===== config.mk =====
export PLATFORM = sky130hd
export DESIGN_NAME = mbus_sleep_req_gen_flat
export DESIGN_NICKNAME = d
export VERILOG_FILES = /design/src/rtl/mbus_sleep_req_gen_pkg.sv /design/src/rtl/mbus_sleep_req_gen_if.sv /design/src/rtl/mbus_sleep_guard_cnt.sv /design/src/rtl/mbus_sleep_req_gen.sv /design/src/flat_wrapper.sv
export SDC_FILE = /design/constraint.sdc
export NUM_CORES = 1
export LEC_CHECK = 0
export BUFFER_PORTS_ARGS = -buffer_cell sky130_fd_sc_hd__buf_2
export CELL_PAD_IN_SITES_DETAIL_PLACEMENT = 1
export CELL_PAD_IN_SITES_GLOBAL_PLACEMENT = 1
export CORE_MARGIN = 2
export CORE_UTILIZATION = 40
export DETAILED_ROUTE_END_ITERATION = 16
export PLACE_DENSITY = 0.82
export SYNTH_ARGS = -nofsm -noshare
export SYNTH_HDL_FRONTEND = slang
export SYNTH_HIERARCHICAL = 1
export SYNTH_SLANG_ARGS = --single-unit

===== constraint.sdc =====
create_clock -name MBUS_CLKIN -period 2.6 [get_ports MBUS_CLKIN]
set_input_delay 0.13 -clock MBUS_CLKIN [delete_from_list [all_inputs] [get_ports MBUS_CLKIN]]
set_output_delay 0.13 -clock MBUS_CLKIN [all_outputs]
set_load 0.05 [all_outputs]

===== src/rtl/mbus_sleep_req_gen_pkg.sv =====
// Shared types and constants for the MBus sleep-request generator.
// State encodings, isolation levels and a terminal-count helper.
package mbus_sleep_req_gen_pkg;

  typedef enum logic [2:0] {
    ST_IDLE  = 3'd0,
    ST_ARMED = 3'd1,
    ST_GUARD = 3'd2,
    ST_REQ   = 3'd3,
    ST_ACKED = 3'd4
  } state_t;

  localparam logic IO_HOLD    = 1'b1;
  localparam logic IO_RELEASE = 1'b0;

  function automatic int term_of(int n);
    return (n > 0) ? n - 1 : 0;
  endfunction

endpackage


===== src/rtl/mbus_sleep_req_gen_if.sv =====
// Handshake bundle between the bus controller side and the
// sleep-request generator.
interface mbus_sleep_req_gen_if;

  logic SLEEP_CMD;
  logic BUS_IDLE;
  logic INT_PEND;
  logic MBC_ISOLATE;
  logic SLEEP_REQ;
  logic SLEEP_ABORT;
  logic SLEEP_PENDING;

  modport master (
    output SLEEP_CMD,
    output BUS_IDLE,
    output INT_PEND,
    output MBC_ISOLATE,
    input  SLEEP_REQ,
    input  SLEEP_ABORT,
    input  SLEEP_PENDING
  );

  modport slave (
    input  SLEEP_CMD,
    input  BUS_IDLE,
    input  INT_PEND,
    input  MBC_ISOLATE,
    output SLEEP_REQ,
    output SLEEP_ABORT,
    output SLEEP_PENDING
  );

endinterface


===== src/rtl/mbus_sleep_guard_cnt.sv =====
// Saturating cycle counter with clear, enable and terminal compare,
// shared by the guard interval and the acknowledge timeout.
module mbus_sleep_guard_cnt #(
  parameter int CNT_W = 4
) (
  input  logic             clk,
  input  logic             rst_n,
  input  logic             clr,
  input  logic             en,
  input  logic [CNT_W-1:0] term,
  output logic             at_term
);

  logic [CNT_W-1:0] cnt;

  always_ff @(posedge clk or negedge rst_n) begin
    if (!rst_n) begin
      cnt <= '0;
    end else if (clr) begin
      cnt <= '0;
    end else if (en && (cnt != '1)) begin
      cnt <= cnt + 1'b1;
    end
  end

  assign at_term = (cnt == term);

endmodule


===== src/rtl/mbus_sleep_req_gen.sv =====
// Qualified, registered SLEEP_REQ generator for the MBus sleep controller.
// Optional acknowledge timeout: define MBUS_SLEEP_REQ_TIMEOUT_EN.
module mbus_sleep_req_gen
  import mbus_sleep_req_gen_pkg::*;
#(
  parameter int GUARD_CYCLES   = 4,
  parameter int CNT_W          = 4,
  parameter int TIMEOUT_CYCLES = 12
) (
  input  logic                 MBUS_CLKIN,
  input  logic                 RESETn,
  mbus_sleep_req_gen_if.slave  bus
);

  localparam logic [CNT_W-1:0] G_TERM =
    CNT_W'(term_of(GUARD_CYCLES));
  localparam logic [CNT_W-1:0] T_TERM =
    CNT_W'(term_of(TIMEOUT_CYCLES));

  state_t           state;
  logic             req_q;
  logic             abort_q;
  logic             pend_q;
  logic             cnt_clr;
  logic             cnt_en;
  logic [CNT_W-1:0] cnt_term;
  logic             at_term;
  logic             ack;
  logic             rel;

  assign ack = (bus.MBC_ISOLATE == IO_HOLD);
  assign rel = (bus.MBC_ISOLATE == IO_RELEASE);

  // Counter sits cleared outside GUARD/REQ so each entry starts at 0.
  always_comb begin
    cnt_clr  = 1'b0;
    cnt_en   = 1'b0;
    cnt_term = G_TERM;
    case (state)
      ST_GUARD: begin
        cnt_clr = !bus.BUS_IDLE || at_term;
        cnt_en  = 1'b1;
      end
      ST_REQ: begin
        cnt_term = T_TERM;
`ifdef MBUS_SLEEP_REQ_TIMEOUT_EN
        cnt_en   = 1'b1;
`else
        cnt_clr  = 1'b1;
`endif
      end
      default: begin
        cnt_clr = 1'b1;
      end
    endcase
  end

  mbus_sleep_guard_cnt #(
    .CNT_W (CNT_W)
  ) u_cnt (
    .clk     (MBUS_CLKIN),
    .rst_n   (RESETn),
    .clr     (cnt_clr),
    .en      (cnt_en),
    .term    (cnt_term),
    .at_term (at_term)
  );

  always_ff @(posedge MBUS_CLKIN or negedge RESETn) begin
    if (!RESETn) begin
      state   <= ST_IDLE;
      req_q   <= 1'b0;
      abort_q <= 1'b0;
      pend_q  <= 1'b0;
    end else begin
      abort_q <= 1'b0;
      case (state)
        ST_IDLE: begin
          if (bus.SLEEP_CMD) begin
            if (bus.INT_PEND) begin
              abort_q <= 1'b1;
            end else begin
              state  <= ST_ARMED;
              pend_q <= 1'b1;
            end
          end
        end
        ST_ARMED: begin
          if (bus.INT_PEND) begin
            state   <= ST_IDLE;
            abort_q <= 1'b1;
            pend_q  <= 1'b0;
          end else if (bus.BUS_IDLE) begin
            if (GUARD_CYCLES == 0) begin
              state <= ST_REQ;
              req_q <= 1'b1;
            end else begin
              state <= ST_GUARD;
            end
          end
        end
        ST_GUARD: begin
          if (bus.INT_PEND) begin
            state   <= ST_IDLE;
            abort_q <= 1'b1;
            pend_q  <= 1'b0;
          end else if (!bus.BUS_IDLE) begin
            state <= ST_ARMED;
          end else if (at_term) begin
            state <= ST_REQ;
            req_q <= 1'b1;
          end
        end
        ST_REQ: begin
          // Committed: interrupts no longer cancel the request.
          if (ack) begin
            state <= ST_ACKED;
            req_q <= 1'b0;
          end
`ifdef MBUS_SLEEP_REQ_TIMEOUT_EN
          else if (at_term) begin
            state   <= ST_IDLE;
            req_q   <= 1'b0;
            abort_q <= 1'b1;
            pend_q  <= 1'b0;
          end
`endif
        end
        ST_ACKED: begin
          if (rel) begin
            state  <= ST_IDLE;
            pend_q <= 1'b0;
          end
        end
        default: begin
          state  <= ST_IDLE;
          req_q  <= 1'b0;
          pend_q <= 1'b0;
        end
      endcase
    end
  end

  assign bus.SLEEP_REQ     = req_q;
  assign bus.SLEEP_ABORT   = abort_q;
  assign bus.SLEEP_PENDING = pend_q;

endmodule


===== src/flat_wrapper.sv =====
// flat-port wrapper written by rule: the top's interface ports become plain ports
module mbus_sleep_req_gen_flat import mbus_sleep_req_gen_pkg::*;
#(
  parameter int GUARD_CYCLES   = 4,
  parameter int CNT_W          = 4,
  parameter int TIMEOUT_CYCLES = 12
)
  (MBUS_CLKIN, RESETn, bus_SLEEP_CMD, bus_BUS_IDLE, bus_INT_PEND, bus_MBC_ISOLATE, bus_SLEEP_REQ, bus_SLEEP_ABORT, bus_SLEEP_PENDING);
  mbus_sleep_req_gen_if bus_i ();
  input  logic MBUS_CLKIN;
  input  logic RESETn;
  input wire logic [$bits(bus_i.SLEEP_CMD)-1:0] bus_SLEEP_CMD;
  input wire logic [$bits(bus_i.BUS_IDLE)-1:0] bus_BUS_IDLE;
  input wire logic [$bits(bus_i.INT_PEND)-1:0] bus_INT_PEND;
  input wire logic [$bits(bus_i.MBC_ISOLATE)-1:0] bus_MBC_ISOLATE;
  output wire logic [$bits(bus_i.SLEEP_REQ)-1:0] bus_SLEEP_REQ;
  output wire logic [$bits(bus_i.SLEEP_ABORT)-1:0] bus_SLEEP_ABORT;
  output wire logic [$bits(bus_i.SLEEP_PENDING)-1:0] bus_SLEEP_PENDING;
  assign bus_i.SLEEP_CMD = bus_SLEEP_CMD;
  assign bus_i.BUS_IDLE = bus_BUS_IDLE;
  assign bus_i.INT_PEND = bus_INT_PEND;
  assign bus_i.MBC_ISOLATE = bus_MBC_ISOLATE;
  assign bus_SLEEP_REQ = bus_i.SLEEP_REQ;
  assign bus_SLEEP_ABORT = bus_i.SLEEP_ABORT;
  assign bus_SLEEP_PENDING = bus_i.SLEEP_PENDING;
  mbus_sleep_req_gen #(.GUARD_CYCLES(GUARD_CYCLES), .CNT_W(CNT_W), .TIMEOUT_CYCLES(TIMEOUT_CYCLES)) u_core (.MBUS_CLKIN(MBUS_CLKIN), .RESETn(RESETn), .bus(bus_i));
endmodule

Word level (Yosys, flattened, before mapping)
Index checks and enable logic that the tools add are counted.
{ "word_totals": {"ff_bits": 10, "inputBits": 6, "out_inout_bits": 3, "elab_cells": 62} }
{ "classes": {"addsub": 1, "eq_ne": 16, "mux": 28, "bitwise_logic": 2, "n_reduce_logical": 10} }
{ "op_table": {"columns": ["operator", "count"], "rows": [
  ["two-way mux 3 bit", 9],
  ["one-hot mux 3 bit (5 select lines)", 1],
  ["two-way mux 1 bit", 12],
  ["two-way mux 4 bit", 3],
  ["!= test 2 bit, second input constant", 6],
  ["AND reduction 5 bit", 2],
  ["== test 3 x 2 -> 1 bit, second input constant", 2],
  ["AND reduction 6 bit", 1],
  ["adder 4 x 1 -> 4 bit, second input constant", 1],
  ["== test 4 bit", 1],
  ["!= test 2 x 1 -> 1 bit, second input constant", 2],
  ["!= test 4 x 3 -> 1 bit, second input constant", 1],
  ["!= test 4 bit, second input constant", 1],
  ["one-hot mux 1 bit (4 select lines)", 1],
  ["== test 3 x 1 -> 1 bit, second input constant", 1],
  ["== test 3 bit, second input constant", 1],
  ["logical NOT 3 bit", 1],
  ["!= test 3 bit, second input constant", 1],
  ["one-hot mux 1 bit (3 select lines)", 1],
  ["OR reduction 3 bit", 1],
  ["inverter 1 bit", 2],
  ["one-hot mux 1 bit (2 select lines)", 1],
  ["nonzero test 2 bit", 1],
  ["OR reduction 2 bit", 1],
  ["other kinds (3)", 3]
]} }

Longest topological paths before layout
Gate-level depths: netlist (run 1).
{ "logic_depth": {"word_depth": 7, "mapped_depth": 9, "depth_no_buf": 8} }

Modules after synthesis
Netlist (run 1), hierarchy kept.
{ "modules_own_cells": {"columns": ["module", "instances", "cells_each", "area_per_inst_um2", "seq_area_each_um2"], "rows": [
  ["mbus_sleep_req_gen", 1, 48, 387.9, 150.1],
  ["mbus_sleep_guard_cnt", 1, 25, 259.0, 100.1]
]} }

Worst setup path after synthesis (run 1)
OpenSTA, ideal clock, no wires.
{ "synth_timing": {"path_type": "flip-flop to flip-flop", "start": "reg u_core.state[0]", "end": "reg u_core.state[0]", "arrival_ps": 1760, "setup_slack_ps": 761, "stages_incl_launch_ff": 9, "n_path_buf": 1, "synth_period_minus_slack_ps": 1839, "cell_sequence": "dfrtp_1 buf_2 nand2_1 nor2_1 xor2_1 nor4_1 nor2b_1 a2111o_1 a21oi_1"} }
{ "synth_between": {"elab_chain_len": 5} }
{ "synth_lines": {"columns": ["element", "line_no", "source"], "rows": [
  ["start, declared", "mbus_sleep_req_gen.sv:20", "state_t state;"],
  ["start signal, assigned", "mbus_sleep_req_gen.sv:71", "state <= ST_IDLE;"],
  ["start signal, assigned", "mbus_sleep_req_gen.sv:83", "state <= ST_ARMED;"],
  ["start signal, assigned", "mbus_sleep_req_gen.sv:90", "state <= ST_IDLE;"],
  ["== test 3 x 2 -> 1 bit", "mbus_sleep_req_gen.sv:39", "case (state)"],
  ["two-way mux 4 bit", "mbus_sleep_req_gen.sv:39", null],
  ["net u_core.cnt_term[3]", "mbus_sleep_req_gen.sv:26", "logic [CNT_W-1:0] cnt_term;"],
  ["== test 4 bit", "mbus_sleep_guard_cnt.sv:26", "assign at_term = (cnt == term);"],
  ["net u_core.at_term", "mbus_sleep_req_gen.sv:27", "logic at_term;"],
  ["!= test 4 x 3 -> 1 bit (no source line)", null, null],
  ["AND reduction 6 bit (no source line)", null, null]
]} }
The timed path passes the listed nets, and every way through them passes these cells.
A chain may end at the register's enable or synchronous reset.

Worst setup path after layout (run 1)
{ "layout_timing": {"start": "reg u_core.state[0]", "end": "reg u_core.u_cnt.cnt[0]"} }
{ "layout_between": {"elab_chain_len": 6} }
{ "layout_lines": {"columns": ["element", "line_no", "source"], "rows": [
  ["== test 3 x 2 -> 1 bit *", "mbus_sleep_req_gen.sv:39", null],
  ["two-way mux 4 bit *", "mbus_sleep_req_gen.sv:39", null],
  ["net u_core.cnt_term[3]", "mbus_sleep_req_gen.sv:26", null],
  ["== test 4 bit *", "mbus_sleep_guard_cnt.sv:26", null],
  ["net u_core.at_term", "mbus_sleep_req_gen.sv:27", null],
  ["logical OR 1 bit *", "mbus_sleep_req_gen.sv:41", "cnt_clr = !bus.BUS_IDLE || at_term;"],
  ["two-way mux 1 bit *", "mbus_sleep_req_gen.sv:39", null],
  ["net u_core.cnt_clr", "mbus_sleep_req_gen.sv:24", "logic cnt_clr;"],
  ["two-way mux 4 bit or nonzero test 2 bit (tied branches)", null, null],
  ["end signal, assigned", "mbus_sleep_guard_cnt.sv:22", "cnt <= cnt + 1'b1;"],
  ["end, declared", "mbus_sleep_guard_cnt.sv:14", "logic [CNT_W-1:0] cnt;"]
]} }
The timed path passes the listed nets; every way through them passes the cells marked *.

==> results of run 1 <==
[through the flow]
step / util / area (um2) / hold slack [ps]
final: 0.494 / 744 / 162
after CTS: 0.494 / 744 / 149
after global placement: 0.463 / 698 / 7.85
after detailed placement: 0.463 / 698 / 6.47
after floorplan: - / 651 / -166
after global routing: 0.494 / 744 / 166
[area by class of cell]
type / count / area [um2] / area share
Tap cell: 16 / 20.0 / 0.0269
Multi-Input combinational cell: 60 / 377 / 0.506
Clock buffer: 4 / 36.3 / 0.0487
Inverter: 1 / 3.75 / 0.00504
Timing Repair Buffer: 10 / 57.6 / 0.0773
Sequential cell: 10 / 250 / 0.336
[power by group]
group / switching (W) / total [W] / internal [W]
combinational: 0.0000541 / 0.0000852 / 0.0000311
sequential: 0.0000124 / 0.000177 / 0.000165
clock: 0.0000559 / 0.000141 / 0.0000850
total: 0.000122 / 0.000404 / 0.000281
[registers in the layout, summed over array words and instances (netlist names)]
| signal | cells |
|---|---|
| u_core/bus.SLEEP_ABORT | 1 |
| u_core/bus.SLEEP_REQ | 1 |
| u_core/bus.SLEEP_PENDING | 1 |
| u_core/u_cnt/cnt | 4 |
| u_core/state | 3 |
[routing by layer]
layer / vias up / share of wire / track usage
li1: 279 / - / -
met4: 0 / 0.013 / 0.0909
met3: 2 / 0.028 / 0.0245
met1: 274 / 0.48 / 0.234
met2: 8 / 0.48 / 0.282
met5: - / 0 / 0
[worst paths after layout]
check,endpoint,slack [ps]
setup / recovery,u_core/u_cnt/cnt[0]$_DFFE_PN0P_,500
hold / removal,u_core/bus.SLEEP_ABORT$_DFF_PN0_,160
setup reg to reg,u_core/u_cnt/cnt[0]$_DFFE_PN0P_,500
hold reg to reg,u_core/bus.SLEEP_REQ$_DFFE_PN0P_,510
max in group asynchronous,u_core/u_cnt/cnt[2]$_DFFE_PN0P_,2160
min in group asynchronous,u_core/bus.SLEEP_ABORT$_DFF_PN0_,250
[critical path, stage by stage, from the launching register on]
cell and delay, ps:
dfrtp_1 550, nand2_1 180, nor2_1 200, xor2_1 100, nor4_1 320, nor2b_1 110, nand2_1 190, nor2b_1 80
mux2_4 260
[layout by cell type, fill, tap and decap left out]
master | synthesis | routed
and3_1 | 1 | 1
buf_2 | 1 | 8
ha_1 | 1 | 1
nand2b_1 | 3 | 3
or2_0 | 1 | 1
a21oi_1 | 7 | 7
and2b_2 | 1 | 1
nand3b_1 | 1 | 1
nor3b_1 | 1 | 1
dlygate4sd3_1 | 0 | 1
o211ai_1 | 1 | 1
nor3_1 | 4 | 4
mux2_4 | 1 | 1
conb_1 | 2 | 3
xor2_1 | 4 | 4
and4b_1 | 1 | 1
nand3_1 | 1 | 1
inv_1 | 1 | 1
nor3b_2 | 1 | 1
buf_4 | 0 | 1
a2111o_1 | 1 | 1
nor2b_1 | 5 | 5
dfrtp_1 | 10 | 10
a2bb2oi_1 | 1 | 1
nor4_1 | 2 | 2
mux2i_1 | 1 | 1
clkbuf_4 | 0 | 3
clkbuf_8 | 0 | 1
nand4_1 | 1 | 1
o21ai_0 | 7 | 7
nor2_1 | 5 | 5
nand2_1 | 4 | 4
nor2b_2 | 1 | 1
[cell families after synthesis]
kind of cell,after synthesis,synth area share
and+or+nand+nor,33,0.302
xor gates and xnor gates,4,0.0542
buffers and inverters,4,0.0367
DFF,10,0.387
adders and majority gates,1,0.0193
muxes,2,0.0387
AOI/OAI and AO/OA,17,0.151
other,2,0.0116
==> metrics.md, run 1 <==
| Metric | Value |
|---|---|
| Clock Sink Count | 10 |
| Prevailing post-synth register cell | dfrtp_1 |
| Worst VDD drop | 0.000244 V |
| CTS max path bufs | 2 |
| Total CTS buffers | 3 |
| Setup Skew | 1.39 ps |
| Setup WS pre-CTS | 568 ps |
| Fin crit period | 2100 ps |
| Share of cells above drive strength 1 | 0.200 |
| Setup CP Type | reg2reg |
| Most instantiated cells after synthesis | 10 x dfrtp_1, 7 x a21oi_1, 7 x o21ai_0, 5 x nor2_1, 5 x nor2b_1 |
| Final setup viols | 0 |
| PortBufs | 8 |
| Routed WL | 1440 um |
| Top-area cell type share of the netlist area | 0.387 |
| Largest net degree at the start of global routing | 15 |
| Power consumption | 0.000404 W |
| Core footprint | 1510 um2 |
| Asr flop ratio synth | 1.00 |
| N_diodes | 0 |
| Reg-to-reg startpoint | u_core/state[0]$_DFFE_PN0P_ |
| Placed insts | 96 |
| HP Class | in2reg |
| Fmax | 0.477 GHz |
| Initial antenna violation count | 0 |
| Total GRT Usage | 0.177 |
| Mapped Area | 647 um2 |
| Clock latency on the worst-skew pair | 260 ps |
| Die Y-Extent | 44.2 um |
| Cell with the most instances after synthesis | dfrtp_1 |
| WP data required | 2750 ps |
| Synth-to-layout area growth | 15.1% |
| Synth Register Bits | 10 |
| Setup TNS | 0 ps |
| Crit path from | u_core/state[0]$_DFFE_PN0P_ |
| Root cell of the clock tree | clkbuf_4 |
| RePlAce Congestion | 0.729 |
| DRC Markers | 0 |
| Die ar. | 1950 um2 |
| Setup Fix Bufs, Post-CTS | 0 |
| Largest cells by area after synthesis | dfrtp_1 39%, a21oi_1 5.4%, o21ai_0 5.4%, xor2_1 5.4%, nor2b_1 4.8% |
| Final non-filler cell total | 101 |
| Netlist cell types | 31 |
| RSZ-0062 raised after global routing | no |
| Worst setup SP type | register |
| Setup crit end kind | register |
| TritonCTS clock tree | built |
| Status | finished clean |
| Post-synth EDFFs | 0 |
| Hold buffer count at cts | 1 |
| Post-synth top area cell | dfrtp_1 |
| Post-DP HPWL | 1050 um |
| Cells after Synth | 73 |
| PD cells | 542 nW/um2 |
| First-pass GRT wire length | 2500 um |
| Iteration-0 DRC Markers | 1 |
| Final worst-path cycle share | 0.806 |
| H-tree lvl count | 1 |
| Vias in the first global route | 540 |
| Avg Cell Area, Syn | 8.86 um2 |
| Final Hold Viols | 0 |
| Max_cap viols | 0 |
| Vias | 563 |
| CTS resizes | 0 |
| Vias per cell | 5.57 |
| Clock-pin slew on the worst setup and hold paths | 70 ps |
| Hold path start | bus_INT_PEND |
| Fin nets | 93 |
| Congestion Overflow GR | 0 |
| Drt pass-1 iters | 3 |
| Seq/Total Area, Yosys | 0.387 |
| Hold Crit Depth | 3 |
| Yosys warning total | 6 |
| CP Max Fanout | 12 |
| Die W | 44.2 um |
| Worst Reg-to-Reg Cells | 8 |
| PnR worst setup slack | 505 ps |
| Static leakage | 0.354 nW |
| Avg WL per Cell | 14.2 um |
| IO Count | 9 |
| Row cnt | 14 |
| CP Data Arrival Time | 2250 ps |
| ANT nets after route | 0 |
| Initial Utilization | 0.429 |
| Final slew viol count | 0 |
| Number of fill cells | 202 |
Power figures use the tool's default switching activity.
==> run 2, diff against run 1 <==
==> constraint.sdc (replaced) <==
create_clock -name MBUS_CLKIN -period 2.16 [get_ports MBUS_CLKIN]
set_input_delay 0.108 -clock MBUS_CLKIN [delete_from_list [all_inputs] [get_ports MBUS_CLKIN]]
set_output_delay 0.108 -clock MBUS_CLKIN [all_outputs]
set_load 0.05 [all_outputs]
==> run 2 against run 1 <==
Net effect: clock power rose by 20%; hold slack lost 27 ps; design area rose by 1.0%; via count shrank 1.1%; clock skew decreased by 1.2 ps; die area unchanged; sequential power rose by 17%; fmax up 7.8%; non-clock buffer count up 1; setup slack got worse by 290 ps; utilization grew 0.50 points; largest power group unchanged.
==> metrics.md, run 2 (synthesis gave the netlist of run 1 again) <==
| Metric | Value |
|---|---|
| Final worst-path cycle share | 0.900 |
| Drt pass-1 iters | 2 |
| Fin nets | 94 |
| Vias per cell | 5.46 |
| Vias in the first global route | 597 |
| Worst Hold End | u_core/bus.SLEEP_ABORT$_DFF_PN0_ |
| Commonest cells after routing, fill and taps aside | 10 x dfrtp_1, 8 x buf_2, 7 x a21oi_1, 7 x o21ai_0 |
| Setup Skew | 0.215 ps |
| Clock Sink Count | 10 |
| PortBufs | 8 |
| WP data required | 2350 ps |
| Congestion Overflow GR | 0 |
| RSZ-0062 raised after global routing | no |
| Share of power burned in registers | 0.421 |
| Int Pwr | 0.000342 W |
| Reg-to-reg startpoint | u_core/state[2]$_DFFE_PN0P_ |
| Final setup viols | 0 |
| Hold Crit Depth | 3 |
| Fin crit period | 1940 ps |
| N_diodes | 0 |
| Total CTS buffers | 3 |
| Synth-to-layout area growth | 16.2% |
| Die W | 44.2 um |
| Flop2flop setup slack | 220 ps |
| Largest net degree at the start of global routing | 15 |
| Setup crit end kind | register |
| Vias | 557 |
| Row cnt | 14 |
| Capturing point of the worst reg2reg path | u_core/state[0]$_DFFE_PN0P_ |
| Power consumption | 0.000490 W |
| Post-DP HPWL | 1110 um |
| IO Count | 9 |
| Core footprint | 1510 um2 |
| ANT nets after route | 0 |
| H-tree lvl count | 1 |
| Top reg by flops | u_core/u_cnt/cnt |
| TritonCTS clock tree | built |
| Worst VDD drop | 0.000258 V |
| Total GRT Usage | 0.181 |
| Final slew viol count | 0 |
| CP Data Arrival Time | 2130 ps |
| HP Class | in2reg |
| Die ar. | 1950 um2 |
| Clock latency on the worst-skew pair | 260 ps |
| Worst setup SP type | register |
| Root cell of the clock tree | clkbuf_4 |
| RePlAce Congestion | 0.748 |
| Max_cap viols | 0 |
| PD cells | 652 nW/um2 |
| Iteration-0 DRC Markers | 1 |
| Routed WL | 1450 um |
| Sw power | 0.000149 W |
| Clock power frac | 0.345 |
| Initial Utilization | 0.429 |
| CTS max path bufs | 2 |
| Top Registers | u_core/u_cnt/cnt x4, u_core/state x3 |
| Die Y-Extent | 44.2 um |
| Max FFs per register | 4 |
| Most common cell after layout, fill and taps aside | dfrtp_1 |
| Gate power share | 0.233 |
| Avg WL per Cell | 14.2 um |
| Initial antenna violation count | 0 |
| Static leakage | 0.359 nW |
| Setup TNS | 0 ps |
| Fmax | 0.514 GHz |
| Final Hold Viols | 0 |
| CTS resizes | 0 |
| CP Max Fanout | 10 |
| Share of cells above drive strength 1 | 0.209 |
| Hold path start | bus_INT_PEND |
| Clock-pin slew on the worst setup and hold paths | 70 ps |
| Sw frac | 0.303 |
| Status | finished clean |
| First-pass GRT wire length | 2580 um |
| DRC Markers | 0 |
| Setup CP Type | reg2reg |
| Worst Reg-to-Reg Cells | 6 |
## run 2: changes by cell type in the layout (fill, tap and decap cells not counted)
cell and change:
buf_4 +1
## run 2: power groups by stage
stage / sequential, W / combinational [W] / clock, W
finish: 0.000207 / 0.000115 / 0.000169
global route: 0.000208 / 0.000126 / 0.000180
CTS: 0.000207 / 0.000115 / 0.000176
detailed placement: 0.000211 / 0.000114 / 0
global placement: 0.000210 / 0.000111 / 0
floorplan: 0.000235 / 0.0000564 / 0
## run 2: routing by layer
layer | GRT usage | up-vias | wire length, um
li1 | - | 279 | -
met1 | 0.226 | 268 | 621
met2 | 0.303 | 8 | 771
met3 | 0.0122 | 2 | 40
met4 | 0.109 | 0 | 19
met5 | 0 | - | 0
## run 2: through the flow
step	hold slack (ps)	utilization	worst slack [ps]	std cells	area (um2)
global placement	-14.3	0.468	259	97	706
CTS	124	0.499	220	102	752
floorplan	-188	-	321	74	651
detailed placement	-12.8	0.468	235	97	706
global route	146	0.499	47.1	102	752
finish	135	0.499	216	102	752
## run 2: worst max-delay path, cell delays in order (launching register included)
cell and delay (ps):
dfrtp_1 530, nor2_1 130, xor2_1 180, nor4_1 340, nor2b_1 130, a2111o_1 420
a21oi_1 140
## run 2: cell type report
cell class              count  area [um2]
clock buffers               4        36.3
fillers                   194         754
inverters                   1        3.75
multi-input cells          60         377
flip-flops and latches     10         250
well taps                  16        20.0
repair buffers             11        65.1
## run 2: worst max path at each step
stage                           startpoint                              end  slack, ps
6_report       u_core/state[2]$_DFFE_PN0P_      u_core/state[0]$_DFFE_PN0P_        220
5_1_grt        u_core/state[2]$_DFFE_PN0P_  u_core/u_cnt/cnt[0]$_DFFE_PN0P_         50
4_1_cts        u_core/state[2]$_DFFE_PN0P_  u_core/u_cnt/cnt[0]$_DFFE_PN0P_        220
3_5_place_dp   u_core/state[2]$_DFFE_PN0P_  u_core/u_cnt/cnt[0]$_DFFE_PN0P_        240
3_3_place_gp   u_core/state[2]$_DFFE_PN0P_  u_core/u_cnt/cnt[0]$_DFFE_PN0P_        260
2_1_floorplan  u_core/state[0]$_DFFE_PN0P_      u_core/state[0]$_DFFE_PN0P_        320
## run 2: repair_timing
action                                 CTS  global route
setup endpoints to repair                0             0
endpoints found under the hold margin   10             0
hold buffers                             1             0
buffers inserted                         0             0
